===== config.mk =====
export PLATFORM = sky130hd
export DESIGN_NAME = axim_wr_master
export DESIGN_NICKNAME = d
export VERILOG_FILES = /design/src/rtl/axim_pkg.sv /design/src/rtl/axim_wr_master.sv
export SDC_FILE = /design/constraint.sdc
export NUM_CORES = 1
export LEC_CHECK = 0
export BUFFER_PORTS_ARGS = -buffer_cell sky130_fd_sc_hd__buf_2
export CAP_MARGIN = 0
export CORE_UTILIZATION = 47
export DETAILED_ROUTE_END_ITERATION = 12
export GPL_TIMING_DRIVEN = 0
export PLACE_DENSITY_LB_ADDON = 0.08
export SLEW_MARGIN = 20
export SYNTH_ARGS = -nofsm -noshare
export SYNTH_HDL_FRONTEND = slang
export SYNTH_SLANG_ARGS = --single-unit
export TNS_END_PERCENT = 1

===== constraint.sdc =====
create_clock -name clk -period 1.8 [get_ports clk]
set_input_delay 0.18 -clock clk [delete_from_list [all_inputs] [get_ports clk]]
set_output_delay 0.18 -clock clk [all_outputs]
set_load 0.005 [all_outputs]

===== src/rtl/axim_pkg.sv =====
// Shared definitions for the AXI-lite write master and the slaves it talks to.
package axim_pkg;

  // Master sequencing states
  typedef enum logic [1:0] {
    StIdle     = 2'd0,
    StSend     = 2'd1,
    StWaitResp = 2'd2
  } axim_state_e;

  // AXI write response encoding
  typedef logic [1:0] axi_resp_t;

  localparam axi_resp_t RESP_OKAY   = 2'b00;
  localparam axi_resp_t RESP_EXOKAY = 2'b01;
  localparam axi_resp_t RESP_SLVERR = 2'b10;
  localparam axi_resp_t RESP_DECERR = 2'b11;

  // Slave-side signals returned to the master on the AW/W/B channels
  typedef struct packed {
    logic      awready;
    logic      wready;
    logic      bvalid;
    axi_resp_t bresp;
  } axim_slv_rsp_t;

endpackage


===== src/rtl/axim_wr_master.sv =====
// Single-beat AXI-lite write master: takes one command, drives AW and W
// independently, then waits (bounded) for the B response.
module axim_wr_master
  import axim_pkg::*;
#(
  parameter int unsigned ADDRESS_WIDTH  = 32,
  parameter int unsigned DATA_WIDTH     = 32,
  parameter int unsigned TIMEOUT_CYCLES = 256
) (
  input  logic                     clk,
  input  logic                     rstn,
  input  logic                     cmd_valid,
  output logic                     cmd_ready,
  input  logic [ADDRESS_WIDTH-1:0] cmd_addr,
  input  logic [DATA_WIDTH-1:0]    cmd_data,
  output logic [ADDRESS_WIDTH-1:0] m_axi_awaddr,
  output logic                     m_axi_awvalid,
  input  logic                     m_axi_awready,
  output logic [DATA_WIDTH-1:0]    m_axi_wdata,
  output logic                     m_axi_wvalid,
  input  logic                     m_axi_wready,
  input  logic [1:0]               m_axi_bresp,
  input  logic                     m_axi_bvalid,
  output logic                     m_axi_bready,
  output logic                     done,
  output logic [1:0]               resp,
  output logic                     timeout,
  output logic                     busy
);

  localparam int unsigned CntW = $clog2(TIMEOUT_CYCLES + 1);

  axim_state_e            state_q, state_d;
  logic                   aw_done_q, w_done_q;
  logic                   awvalid_q, wvalid_q;
  logic [ADDRESS_WIDTH-1:0] awaddr_q;
  logic [DATA_WIDTH-1:0]  wdata_q;
  logic [CntW-1:0]        cnt_q;
  logic                   done_q, timeout_q;
  axi_resp_t              resp_q;

  logic aw_hs, w_hs, aw_all, w_all, b_hs, cnt_hit;

  // A channel counts as complete if it finished earlier or handshakes now
  assign aw_hs   = awvalid_q & m_axi_awready;
  assign w_hs    = wvalid_q & m_axi_wready;
  assign aw_all  = aw_done_q | aw_hs;
  assign w_all   = w_done_q | w_hs;
  assign b_hs    = (state_q == StWaitResp) & m_axi_bvalid;
  assign cnt_hit = (cnt_q == CntW'(TIMEOUT_CYCLES - 1));

  // State register
  always_ff @(posedge clk or negedge rstn) begin
    if (!rstn) state_q <= StIdle;
    else       state_q <= state_d;
  end

  // Next-state logic
  always_comb begin
    state_d = state_q;
    unique case (state_q)
      StIdle:     if (cmd_valid) state_d = StSend;
      StSend:     if (aw_all && w_all) state_d = StWaitResp;
      StWaitResp: if (m_axi_bvalid || cnt_hit) state_d = StIdle;
      default:    state_d = StIdle;
    endcase
  end

  // State-decoded outputs
  always_comb begin
    cmd_ready    = (state_q == StIdle);
    m_axi_bready = (state_q == StWaitResp);
    busy         = (state_q != StIdle);
  end

  // Command capture, per-channel valids/flags, response timer and result
  always_ff @(posedge clk or negedge rstn) begin
    if (!rstn) begin
      awaddr_q  <= '0;
      wdata_q   <= '0;
      awvalid_q <= 1'b0;
      wvalid_q  <= 1'b0;
      aw_done_q <= 1'b0;
      w_done_q  <= 1'b0;
      cnt_q     <= '0;
      done_q    <= 1'b0;
      resp_q    <= RESP_OKAY;
      timeout_q <= 1'b0;
    end else begin
      done_q <= 1'b0;
      unique case (state_q)
        StIdle: begin
          if (cmd_valid) begin
            awaddr_q  <= cmd_addr;
            wdata_q   <= cmd_data;
            awvalid_q <= 1'b1;
            wvalid_q  <= 1'b1;
            aw_done_q <= 1'b0;
            w_done_q  <= 1'b0;
          end
        end
        StSend: begin
          if (aw_hs) begin
            awvalid_q <= 1'b0;
            aw_done_q <= 1'b1;
          end
          if (w_hs) begin
            wvalid_q <= 1'b0;
            w_done_q <= 1'b1;
          end
          if (aw_all && w_all) cnt_q <= '0;
        end
        StWaitResp: begin
          cnt_q <= cnt_q + CntW'(1);
          // A response arriving on the timeout cycle takes priority
          if (b_hs) begin
            resp_q    <= m_axi_bresp;
            timeout_q <= 1'b0;
            done_q    <= 1'b1;
          end else if (cnt_hit) begin
            resp_q    <= RESP_SLVERR;
            timeout_q <= 1'b1;
            done_q    <= 1'b1;
          end
        end
        default: ;
      endcase
    end
  end

  assign m_axi_awaddr  = awaddr_q;
  assign m_axi_wdata   = wdata_q;
  assign m_axi_awvalid = awvalid_q;
  assign m_axi_wvalid  = wvalid_q;
  assign done          = done_q;
  assign resp          = resp_q;
  assign timeout       = timeout_q;

endmodule


---- Yosys cells after proc, flatten, opt, wreduce, memory -nomap -nowiden ----
Index checks and enable logic that the tools add are counted.
storage, ports and cells
  bits in registers ....................... 83
  bits in latches ......................... 0
  memory bits (writable) .................. 0
  memory bits (read-only) ................. 0
  bits of input ports ..................... 72
  output and inout port bits .............. 73
  word-level logic and storage cells ...... 61
  memories ................................ 0
cells by class
  add/sub/neg operators ................... 1
  multipliers ............................. 0
  div/mod/pow operators ................... 0
  order comparisons ....................... 0
  equality and inequality tests ........... 8
  shifts and indexed selects .............. 0
  mux-type cells .......................... 23
  bitwise gates (word level) .............. 5
  reductions and logical operators ........ 13
operator list
  cell                   number
  $pmux W9 S2            1
  $mux W1                11
  $mux W2                5
  $add A9 B1 Y9 const B  1
  $eq A9 B8 Y1 const B   1
  $mux W9                1
  $reduce_and A3 Y1      3
  $ne A2 B2 Y1 const B   4
  $pmux W1 S2            4
  $reduce_bool A2 Y1     4
  $pmux W2 S3            1
  $reduce_and A2 Y1      3
  $and A1 B1 Y1          3
  $eq A2 B1 Y1 const B   1
  $eq A2 B2 Y1 const B   1
  $logic_not A2 Y1       1
  $ne A2 B1 Y1 const B   1
  $or A1 B1 Y1           2
  $logic_and A1 B1 Y1    1
  $logic_or A1 B1 Y1     1

---- Logic depth before layout (Yosys ltp) ----
  depth in word-level cells ............... 5
  gate-level depth with buffers ........... 7
  mapped depth without buffers ............ 7

---- Least setup slack after synthesis ----
Ideal clock, no wire load.
  path kind ............................... register to register
  start ................................... reg state_q[1]
  end ..................................... reg awaddr_q[27] (netlist: m_axi_awaddr[27])
  setup time .............................. 0.125 ns
  arrival ................................. 1.514 ns
  required time ........................... 1.675 ns
  setup slack ............................. 0.161 ns
  cell stages (with the launch flop) ...... 7
  buffers on the path ..................... 3
  clock period less this slack ............ 1.639 ns
  path through ............................ dfrtp_1 > nor2_2 > and2_1 > clkbuf_1 > buf_6 > buf_6 > mux2_4
on the way
  word-level cells in the longest chain between the ends .. 2
RTL lines
  element                             RTL line              RTL
  start, declared                     axim_wr_master.sv:33  axim_state_e state_q, state_d;
  start signal, assigned              axim_wr_master.sv:54  if (!rstn) state_q <= StIdle;
  start signal, assigned              axim_wr_master.sv:55  else state_q <= state_d;
  $logic_not A2 Y1                    -
  named net cmd_ready                 axim_wr_master.sv:13  output logic cmd_ready,
  $reduce_and A2 Y1 (no source line)  -
  end signal, assigned                axim_wr_master.sv:94  awaddr_q <= cmd_addr;
  end, declared                       axim_wr_master.sv:36  logic [ADDRESS_WIDTH-1:0] awaddr_q;
The timed path passes the listed nets, and every way through them passes these cells.
A chain may end at the register's enable or synchronous reset.

---- Final worst setup path ----
  start ................................... reg state_q[1]
  end ..................................... reg wdata_q[10] (netlist: m_axi_wdata[10])
on the way
  word-level cells in the longest chain between the ends .. 2
RTL lines
  element                             RTL line              RTL
  $logic_not A2 Y1                    axim_wr_master.sv:91  unique case (state_q)
  $reduce_and A2 Y1 (no source line)  -
  end signal, assigned                axim_wr_master.sv:95  wdata_q <= cmd_data;
  end, declared                       axim_wr_master.sv:37  logic [DATA_WIDTH-1:0] wdata_q;
Every way passes these cells.

==> run summary <==
Skew-Pair Late Insertion Delay: 340 ps
Std cell rows: 30
Vias in the first global route: 2,301
Largest net degree at the start of global routing: 54
Initial Util: 49.16%
Xor/xnor cell area share of the yosys netlist: 0.2594%
Via Count: 2,371
CTS Root Cell: clkbuf_8
DIE WIDTH: 86.77 µm
DRC: 0
Top cells by count, synth: 83 x dfrtp_1, 37 x mux2_2, 27 x mux2_4
Mapped Area: 3377 µm²
Die H: 86.77 µm
Post-DR wirelength/cell: 13.77 µm
N_diodes: 0
Hold crit path type: in -> reg
I/O pin cnt: 145
WL final: 6653 µm
Slew @ Worst Pin: 737.9 ps
Post-synthesis mux area share: 24.34%
Setup TNS: 0 ps
Post-synth EDFFs: 0
Maximum fanout along the worst path: 10
TritonCTS clock tree: yes
WS Path Type: reg -> reg
Worst setup path start: state_q[1]$_DFFE_PN0P_
Mapped Cells: 226
Initial DRC Count: 50
CTS H-tree lvls: 3
Drt pass-1 iters: 4
Static Leak: 2.215 nW
Syn nets: 300
Initial antenna violation count: 0
Min cycle time layout: 1680 ps
Yosys synthesis warning count: 0
Max Fclk: 595.4 MHz
Biggest area consumer among synthesized cells: dfrtp_1
Setup crit start kind: flip-flop
Gr ovfl total: 0
Nets: 456
Placer Congestion: 0.6958
Post-DRT Antenna Nets: 0
Main combinational cell family by area after synthesis: multiplexers
Top cells by area in the synthesized netlist: dfrtp_1 62%, mux2_2 12%, mux2_4 12%
CTS Buffer Depth: 2
Synth Register Bits: 83
Post-synthesis simple-gate area fraction: 5.484%
Number of port buffers: 144
Area Overhead vs Synth: 32.49%
End of the worst register-to-register path: m_axi_wdata[10]$_DFFE_PN0P_
Worst vdd ir: 0.0009719 V
Die area: 7528 µm²
Seq/Total Area, Yosys: 61.50%
Fin. Hold Viols: 0
Total routing usage reported by global routing: 18.74%
WP data required: 2020 ps
First-pass GRT wire length: 10,740 µm
Final Setup Violations: 0
Main flop type after synthesis: dfrtp_1
Adder and majority gate portion of the synthesized area: 0.7410%
Register-to-Register Path Depth: 5
Max-cap violations: 0
CP arrival: 1900 ps
Unique cell type count in the Yosys netlist: 36
CP Capture Point: m_axi_wdata[10]$_DFFE_PN0P_
PwrDens: 1666 nW/µm²
Period utilisation layout: 93.31%
Asr flop ratio synth: 100.0%
Yosys top cell area share: 61.50%
Most common cell in the netlist: dfrtp_1
DP HPWL: 4924 µm
Crit end category: flip-flop
Cts bufs inserted: 9
Max-slew violations: 0
Post-synthesis compound-gate area fraction: 4.965%
Vias per cell: 4.909
Core region area: 6869 µm²
R2r startpoint: state_q[1]$_DFFE_PN0P_
CTS clock-pin slew for the worst setup and hold paths: 70 ps
Layout Skew: 5.922 ps
Clk sinks: 83
Avg Inst Size Synth: 14.94 µm²
Status: finished clean
Slew HR: 50.40%
RSZ-0062 raised after global routing: false
Reg2Reg Setup Slack: 120 ps
Share of layout cells above drive strength 1: 61.50%
Final Core Density: 65.14%
==> cell families after synthesis <==
kind of cell | after synthesis
multiplexers | 64
AO/OA/AOI/OAI | 25
AND/OR/NAND/NOR | 36
flip-flops | 83
XOR/XNOR | 1
adder cells (fa/ha/maj) | 2
buffers and inverters | 15
==> worst min path at each step <==
stage / slack, ps / from / end / cells after the start
after global routing: 30 / m_axi_bresp[1] / resp[1]$_DFFE_PN0P_ / 2
after floorplan: -120 / rstn / aw_done_q$_DFFE_PN0P_ / 0
after CTS: 30 / m_axi_bvalid / timeout$_DFFE_PN0P_ / 2
final: 60 / m_axi_bresp[1] / resp[1]$_DFFE_PN0P_ / 2
after global placement: 400 / m_axi_bresp[1] / resp[1]$_DFFE_PN0P_ / 2
after detailed placement: 270 / rstn / state_q[1]$_DFFE_PN0P_ / 1
==> placed cells by master (no fill, tap or decap), types with 5 or more instances in the layout <==
| cell type | count |
|---|---|
| dfrtp_1 | 81 |
| buf_2 | 147 |
| nor3_1 | 5 |
| inv_1 | 5 |
| mux2_2 | 37 |
| nand2_1 | 8 |
| clkbuf_8 | 10 |
| mux2_4 | 27 |
| nor2_1 | 8 |
| a21oi_1 | 7 |
==> per-layer routing <==
| metal | vias to the layer above | GRT usage (%) | routed length [µm] |
|---|---|---|---|
| li1 | 1121 | - | - |
| met1 | 1163 | 23.96 | 3013 |
| met2 | 83 | 31.02 | 3273 |
| met3 | 4 | 6.571 | 343 |
| met4 | 0 | 3.788 | 22 |
| met5 | - | 0 | 0 |
==> layout make-up <==
cell class	instances	area, µm²
Multi-Input combinational cell	128	1212
Sequential cell	83	2079
Clock inverter	4	73.82
Fill cell	559	2395
Timing Repair Buffer	146	753.2
Tap cell	96	120.1
Buffer	8	65.06
Clock buffer	12	145.1
Inverter	6	25.02
==> state kept, by name, summed over array words and instances (netlist names), 2 cells and up <==
register,cells
cnt_q,9
state_q,2
resp,2
m_axi_wdata,32
m_axi_awaddr,32
==> worst max-delay path, stage by stage, from the launching register on <==
cell     delay, ps
dfrtp_2        480
nor2_2         170
and2_2         230
buf_6          170
buf_6          190
mux2_4         310
==> where the power goes <==
part	leakage, nW	total [mW]	switching, mW	internal, mW
registers	0.994	3.20	0.466	2.74
clock network	0.111	1.44	0.620	0.821
logic	1.11	2.81	1.10	1.71
total	2.21	7.45	2.18	5.27
==> through the flow <==
step	std cells	total power, mW	setup slack, ps	cell area (µm²)	hold WS (ps)
floorplan	226	4.857	161.4	3377	-115.6
global placement	466	6.003	-114.6	4218	401.5
detailed placement	467	6.082	-112.8	4240	265.1
CTS	483	7.571	45.45	4468	34.45
global route	483	7.973	20.52	4474	29.42
finish	483	7.454	120.4	4474	56.10
==> timing repair <==
item | CTS | global route
hold buffers | 1 | 0
endpoints found under the setup margin | 58 | 36
endpoints found under the hold margin | 52 | 0
setup buffers | 0 | 0
resized for setup | 2 | 4
(Power assumes the default switching activity.)
